[config.mk]
export PLATFORM = sky130hd
export DESIGN_NAME = mult_ctrl
export DESIGN_NICKNAME = d
export VERILOG_FILES = /design/src/rtl/mips_mul_pkg.sv /design/src/rtl/multu.sv /design/src/rtl/mult_ctrl.sv
export SDC_FILE = /design/constraint.sdc
export NUM_CORES = 2
export LEC_CHECK = 0
export ABC_AREA = 1
export CORE_MARGIN = 2
export CORE_UTILIZATION = 45
export CTS_CLUSTER_DIAMETER = 200
export DETAILED_ROUTE_END_ITERATION = 16
export MAX_ROUTING_LAYER = met4
export PLACE_DENSITY_LB_ADDON = 0.1
export SYNTH_ARGS = -nofsm -noshare
export SYNTH_HDL_FRONTEND = slang
export SYNTH_HIERARCHICAL = 1
export SYNTH_SLANG_ARGS = --single-unit
[constraint.sdc]
create_clock -name clk -period 13 [get_ports clk]
set_input_delay 2.6 -clock clk [delete_from_list [all_inputs] [get_ports clk]]
set_output_delay 2.6 -clock clk [all_outputs]
set_load 0.005 [all_outputs]
[src/rtl/mips_mul_pkg.sv]
// Shared types and constants for the HI/LO multiply controller.
package mips_mul_pkg;

    typedef enum logic {IDLE, RUN} mul_state_t;

    localparam int HILO_W      = 32;
    localparam int MUL_LAT_MAX = 15;
    localparam int CNT_W       = $clog2(MUL_LAT_MAX + 1);

    // Magnitude for MULT; MULTU operands and non-negative MULT operands pass through.
    // |0x80000000| wraps back to 0x80000000, which is correct as an unsigned magnitude.
    function automatic logic [HILO_W-1:0] op_mag(input logic [HILO_W-1:0] x, input logic sgn);
        return (sgn && x[HILO_W-1]) ? (~x + HILO_W'(1)) : x;
    endfunction

endpackage

[src/rtl/multu.sv]
// Unsigned 32x32->64 multiply datapath; timed as a multicycle path by the controller.
module multu
    import mips_mul_pkg::*;
(
    input  logic [HILO_W-1:0]   a_i,
    input  logic [HILO_W-1:0]   b_i,
    output logic [2*HILO_W-1:0] p_o
);

    assign p_o = {{HILO_W{1'b0}}, a_i} * {{HILO_W{1'b0}}, b_i};

endmodule

[src/rtl/mult_ctrl.sv]
// Multi-cycle MULT/MULTU controller: operand capture, latency counter,
// sign correction, HI/LO ownership and pipeline stall generation.
module mult_ctrl
    import mips_mul_pkg::*;
#(
    parameter int LATENCY = 3
) (
    input  logic              clk,
    input  logic              rst,
    input  logic              start,
    input  logic              is_signed,
    input  logic [HILO_W-1:0] a,
    input  logic [HILO_W-1:0] b,
    input  logic              flush,
    input  logic              mthi_we,
    input  logic              mtlo_we,
    input  logic [HILO_W-1:0] wdata,
    input  logic              hilo_rd,
    output logic              busy,
    output logic              stall,
    output logic              done,
    output logic [HILO_W-1:0] hi,
    output logic [HILO_W-1:0] lo
);

    mul_state_t          state_q, state_d;
    logic [CNT_W-1:0]    cnt_q, cnt_d;
    logic [HILO_W-1:0]   a_q, a_d, b_q, b_d;
    logic                neg_q, neg_d;
    logic [HILO_W-1:0]   hi_q, hi_d, lo_q, lo_d;
    logic                done_q, done_d;
    logic [2*HILO_W-1:0] prod;
    logic [2*HILO_W-1:0] prod_fix;

    multu u_multu (
        .a_i (a_q),
        .b_i (b_q),
        .p_o (prod)
    );

    assign prod_fix = neg_q ? (~prod + 64'd1) : prod;

    always_ff @(posedge clk or posedge rst) begin
        if (rst) begin
            state_q <= IDLE;
            cnt_q   <= '0;
            a_q     <= '0;
            b_q     <= '0;
            neg_q   <= 1'b0;
            hi_q    <= '0;
            lo_q    <= '0;
            done_q  <= 1'b0;
        end else begin
            state_q <= state_d;
            cnt_q   <= cnt_d;
            a_q     <= a_d;
            b_q     <= b_d;
            neg_q   <= neg_d;
            hi_q    <= hi_d;
            lo_q    <= lo_d;
            done_q  <= done_d;
        end
    end

    always_comb begin
        state_d = state_q;
        cnt_d   = cnt_q;
        a_d     = a_q;
        b_d     = b_q;
        neg_d   = neg_q;
        hi_d    = hi_q;
        lo_d    = lo_q;
        done_d  = 1'b0;
        case (state_q)
            IDLE: begin
                if (start) begin
                    // A flushed issue is dropped, and any MT write alongside it too.
                    if (!flush) begin
                        a_d     = op_mag(a, is_signed);
                        b_d     = op_mag(b, is_signed);
                        neg_d   = is_signed & (a[HILO_W-1] ^ b[HILO_W-1]);
                        cnt_d   = CNT_W'(LATENCY - 1);
                        state_d = RUN;
                    end
                end else begin
                    if (mthi_we) hi_d = wdata;
                    if (mtlo_we) lo_d = wdata;
                end
            end
            RUN: begin
                if (flush) begin
                    state_d = IDLE;
                end else if (cnt_q == '0) begin
                    {hi_d, lo_d} = prod_fix;
                    done_d       = 1'b1;
                    state_d      = IDLE;
                end else begin
                    cnt_d = cnt_q - CNT_W'(1);
                end
            end
            default: state_d = IDLE;
        endcase
    end

    assign busy  = (state_q == RUN);
    assign stall = busy & (start | hilo_rd | mthi_we | mtlo_we);
    assign done  = done_q;
    assign hi    = hi_q;
    assign lo    = lo_q;

endmodule
== After elaboration in Yosys (flattened, before gate mapping) ==
Index checks and enable logic that the tools add are counted.
Cells by class
  add/subtract/negate cells: 4
  $mul: 1
  eq/ne operators: 8
  mux-type cells: 26
  bitwise logic cells: 11
  reductions and logical operators: 7
Operators with widths (number)
  2-to-1 mux 32 bit: 10
  case mux 32 bit (2 select lines): 2
  adder 32 x 1 -> 32 bit (second input constant): 2
  adder 64 x 1 -> 64 bit (second input constant): 1
  multiplier 32 x 32 -> 64 bit: 1
  2-to-1 mux 64 bit: 1
  NOT 32 bit: 2
  NOT 64 bit: 1
  2-to-1 mux 4 bit: 4
  != test 2 bit (second input constant): 7
  AND reduction 4 bit: 3
  case mux 4 bit (2 select lines): 1
  2-to-1 mux 1 bit: 7
  zero test 4 bit: 1
  subtractor 4 x 1 -> 4 bit (second input constant): 1
  bitwise OR 1 bit: 3
  AND reduction 3 bit: 1
  bitwise AND 1 bit: 2
  logical AND 1 bit: 2
  != test 2 x 1 -> 1 bit (second input constant): 1
  NOT 1 bit: 2
  case mux 1 bit (2 select lines): 1
  XOR 1 bit: 1
Storage, ports and cells
  bits in registers: 135
  output and inout port bits: 67
  word-level logic and storage cells: 65

== Depth between registers and ports, before layout ==
  depth after elaboration: 7
  depth in mapped cells: 39
  mapped depth without buffers: 38

== Hierarchy ==
The synthesis kept the hierarchy.
By module, submodules not included
  multu: times used 1, cells each 4958, area each 36134.7 um^2, seq. area each 0.0 um^2
  mult_ctrl: times used 1, cells each 1471, area each 9449.1 um^2, seq. area each 3378.2 um^2

== Least setup slack after synthesis ==
No wires, ideal clock.
  kind: reg2reg
  start: reg a_q[25]
  end: reg hi_q[31] (netlist: hi[31])
  library setup time: 0.077 ns
  arrival time: 6.984 ns
  required time: 12.923 ns
  slack: 5.939 ns
  stages on the path, launching flop included: 35
  path buffers: 1
  path through: dfrtp_1 -> clkbuf_1 -> nand2_1 -> fa_1 -> inv_1 -> fa_1 -> inv_1 -> fa_1 -> inv_1 -> fa_1 -> fa_1 -> fa_1 -> fa_1 -> inv_1 -> fa_1 -> inv_1 -> ha_1 -> nand2_2 -> nor2_2 -> inv_2 -> nor2_2 -> nand2_1 -> nand2_1 -> nand2_1 -> nand4_1 -> nand2_1 -> nor2_1 -> nand2_1 -> nor2_1 -> nand2_1 -> o21ai_0 -> nand2_1 -> nand2_1 -> nand3_1 -> a21oi_1
On the way
  word-level cells in the longest chain between the ends: 7
Ends and longest elaborated chain
  from (decl): line mult_ctrl.sv:28  | logic [HILO_W-1:0] a_q, a_d, b_q, b_d;
  from (signal assigned): line mult_ctrl.sv:47  | a_q <= '0;
  from (signal assigned): line mult_ctrl.sv:56  | a_q <= a_d;
  multiplier 32 x 32 -> 64 bit: line multu.sv:10  | assign p_o = {{HILO_W{1'b0}}, a_i} * {{HILO_W{1'b0}}, b_i};
  named net prod[54]: line mult_ctrl.sv:32  | logic [2*HILO_W-1:0] prod;
  NOT 64 bit: line mult_ctrl.sv:41  | assign prod_fix = neg_q ? (~prod + 64'd1) : prod;
  adder 64 x 1 -> 64 bit: line mult_ctrl.sv:41
  2-to-1 mux 64 bit: line mult_ctrl.sv:41
  2-to-1 mux 32 bit: line mult_ctrl.sv:93  | end else if (cnt_q == '0) begin
  2-to-1 mux 32 bit: line mult_ctrl.sv:91  | if (flush) begin
  case mux 32 bit (2 select lines): line mult_ctrl.sv:74  | case (state_q)
  to (signal assigned): line mult_ctrl.sv:59  | hi_q <= hi_d;
  to (decl): line mult_ctrl.sv:30  | logic [HILO_W-1:0] hi_q, hi_d, lo_q, lo_d;
The timed path passes the listed nets, and every way through them passes these cells. The select of a mux whose other input is x is not followed.
A chain may end at the register's enable or synchronous reset.

== Final worst setup path ==
  start: reg a_q[24]
  end: reg hi_q[27] (netlist: hi[27])
The elaborated chain is that of the path after synthesis.

==> impl_metrics.csv <==
group,metric,value,unit
critical_path,cp.arrival,9.26,ns
finish,mostFrequentLayoutCell,"nand2_1",
route,viasPerCell,4.976,
sta,final.setup.tns,0,ns
global_route,busiest_layer,"met2",
route,wl_per_cell,19.02,um
critical_path,slowest_stage,"fa_1",
die,die_h,322.3,um
placed_design,gp_congestion,1.013,
critical_path,crit_fanout,25,
die,ioPinCount,171,
global_route,use_met3,3.139,%
global_route,grt_pass1_vias,40070,
global_route,met2_usage,49.66,%
sta,finalHoldViolCount,0,
die,chipWidth,322.3,um
status,status,"finished clean",
die,core_area,0.1003,mm^2
sta,hold_slack,0.4835,ns
route,drt-pass1-iter-count,6,
sta,setup_viol,0,
logic_synthesis,synth-edff-count,0,
logic_synthesis,postSynthAreaPerCell,7.090,um^2
critical_path,cp_slowest_stage_delay,0.62,ns
logic_synthesis,synthArstFlopShare,100.0,%
critical_path,path_class,"flip-flop to flip-flop",
placed_design,dp_hpwl,121800,um
critical_path,r2r-end,"hi[27]",
logic_synthesis,synth_nets,7697,
logic_synthesis,ys_types,42,
cts,cts_setup_buffers,0,
cts,h-tree-depth,4,
critical_path,r2r.worst_path.cells,32,
sta,finClkSkew,0.01571,ns
flow_run,max-cap-violations,0,
sta,fmax,113.0,MHz
sta,fin_crit_sh,68.10,%
cts,cts_sinks,135,
finish,mostFrequentLayoutCells,"nand2_1, inv_1, fa_1",
critical_path,reg2reg_from,"a_q[24]",
finish,nets,7707,
sta,rsz0062_at_grt,"false",
logic_synthesis,synth_area,0.04558,mm^2
global_route,grt_overflow,0,
cts,cts_root_buffer,"clkbuf_16",
die,floorplan.initialDensity,45.45,%
route,final_antenna_net_count,0,
logic_synthesis,synth-seq-cells,135,
global_route,antenna_found_initial,2,
critical_path,crit_end,"hi[27]",
global_route,grt_max_degree,73,
critical_path,required,13.41,ns
worst_hold_path,hold_class,"flip-flop to flip-flop",
sta,tightest_slew,0.9915,ns
sta,relSlewSlack,33.90,%
critical_path,startpoint,"a_q[24]",
cts,cts_tree,"yes",
logic_synthesis,yosysWarningCount,6,
cts,cts_hold_buf,0,
global_route,track_usage,30.49,%
critical_path,worst-r2r-setup-slack,4.15,ns
global_route,use_met1,41.43,%
sta,drv_slew,0,
cts,clk_transition_reported_paths,0.07,ns
finish,drive_gt1_share,3.363,%
die,fp.dieArea,0.1039,mm^2
sta,finalCriticalPeriod,8.853,ns
route,route.detailed.drc,0,
cts,cts_buffer_depth,2,
cts,ctsResizeCount,0,
logic_synthesis,yosysSeqAreaShare,7.411,%
route,num_vias,38870,
die,num_rows,116,
global_route,grt_pass1_wl,234700,um
route,drt_iter0_drc,2752,
logic_synthesis,synthCells,6429,
critical_path,cp-end-kind,"flip-flop",
placed_design,portBuffers,170,
finish,synthToLayoutAreaGrowth,7.823,%
critical_path,start_kind,"flip-flop",
cts,clk_latency,0.48,ns
logic_synthesis,synth_flop_cell,"dfrtp_1",
route,drt-total-wl,148600,um
cts,cts_buffers,17,
## stage by stage
stage	setup slack, ns	util [%]	std cells	instance area (um^2)
floorplan	5.939	-	6429	45580
global placement	4.131	48.40	7777	48540
detailed placement	4.161	48.40	7777	48540
CTS	4.125	49.00	7809	49140
global route	3.572	49.00	7810	49150
finish	4.147	49.01	7811	49150
## critical path: cells and delay by family, from the launching register on
| family | cells | cell delay (ns) |
|---|---|---|
| buf+inv | 6 | 0.74 |
| simple gates | 15 | 2.43 |
| compound gates | 2 | 0.42 |
| flops | 1 | 0.58 |
| fa+ha+maj | 9 | 4.61 |
## metal layers
| metal | vias up | share of wire (%) |
|---|---|---|
| met3 | 164 | 5.2 |
| met2 | 1115 | 48 |
| li1 | 18190 | - |
| met1 | 19400 | 45 |
| met5 | - | 0 |
| met4 | 0 | 2.1 |
## final cells by class
| class | count | area, um^2 |
|---|---|---|
| flip-flops and latches | 135 | 3388 |
| multi-input cells | 4173 | 34200 |
| fillers | 10280 | 51140 |
| diodes | 2 | 5.005 |
| inverters | 1874 | 7041 |
| clock buffers | 18 | 429.2 |
| clock inverters | 14 | 176.4 |
| repair buffers | 238 | 2212 |
| well taps | 1357 | 1698 |
## how the worst min path moves through the flow
| stage | start | to | slack (ns) | cells past startpoint |
|---|---|---|---|---|
| after detailed placement | a_q[22] | a_q[22] | 0.47 | 2 |
| after global routing | a_q[20] | a_q[20] | 0.51 | 2 |
| after CTS | a_q[22] | a_q[22] | 0.49 | 2 |
| after floorplan | lo[3] | lo[3] | 0.48 | 2 |
| after global placement | a_q[20] | a_q[20] | 0.46 | 2 |
| final | a_q[22] | a_q[22] | 0.48 | 2 |
## cells by family (layout without fill, tap and decap cells)
group | after synthesis | count (layout) | synth area share, %
AND/OR/NAND/NOR | 2651 | 2651 | 23.51
buffers and inverters | 2121 | 2144 | 17.58
adder cells (fa/ha/maj) | 1164 | 1164 | 46.71
AO/OA/AOI/OAI | 289 | 289 | 3.475
flip-flops | 135 | 135 | 7.411
XOR/XNOR | 69 | 69 | 1.326
other | 0 | 2 | 0
## state kept, by name, summed over array words and instances, names as in the netlist
name	flops
hi	32
done	1
a_q	32
lo	32
neg_q	1
b_q	32
cnt_q	4
busy	1
## synthesized netlist by cell type, types with 4 or more instances
master	instances	area (um^2)
o21ai_2	4	35.03
nand3_1	216	1081
nor3_2	10	100.1
a31oi_1	8	50.05
buf_4	8	60.06
inv_2	18	67.56
nor2_1	336	1261
nand4_1	36	225.2
ha_1	268	3353
o21ai_0	83	415.4
or2_2	10	62.56
nand2_1	1945	7301
nor4_1	4	25.02
o21bai_1	11	82.58
o31ai_1	7	52.55
buf_1	4	15.01
dfrtp_1	135	3378
nor2_4	5	56.30
buf_2	15	75.07
xor2_1	62	543.0
o21ai_4	4	65.06
nand2_2	19	118.9
nand3_2	8	80.08
nor3_1	13	65.06
o21ai_1	7	35.03
clkbuf_1	219	822.0
fa_1	896	17940
inv_1	1855	6963
nand3b_1	18	135.1
nor2_2	28	175.2
a21oi_1	157	785.8
xnor2_1	7	61.31
Power is not shown: default switching activity piles up to over one toggle a cycle in this logic, so the estimate is an artifact.
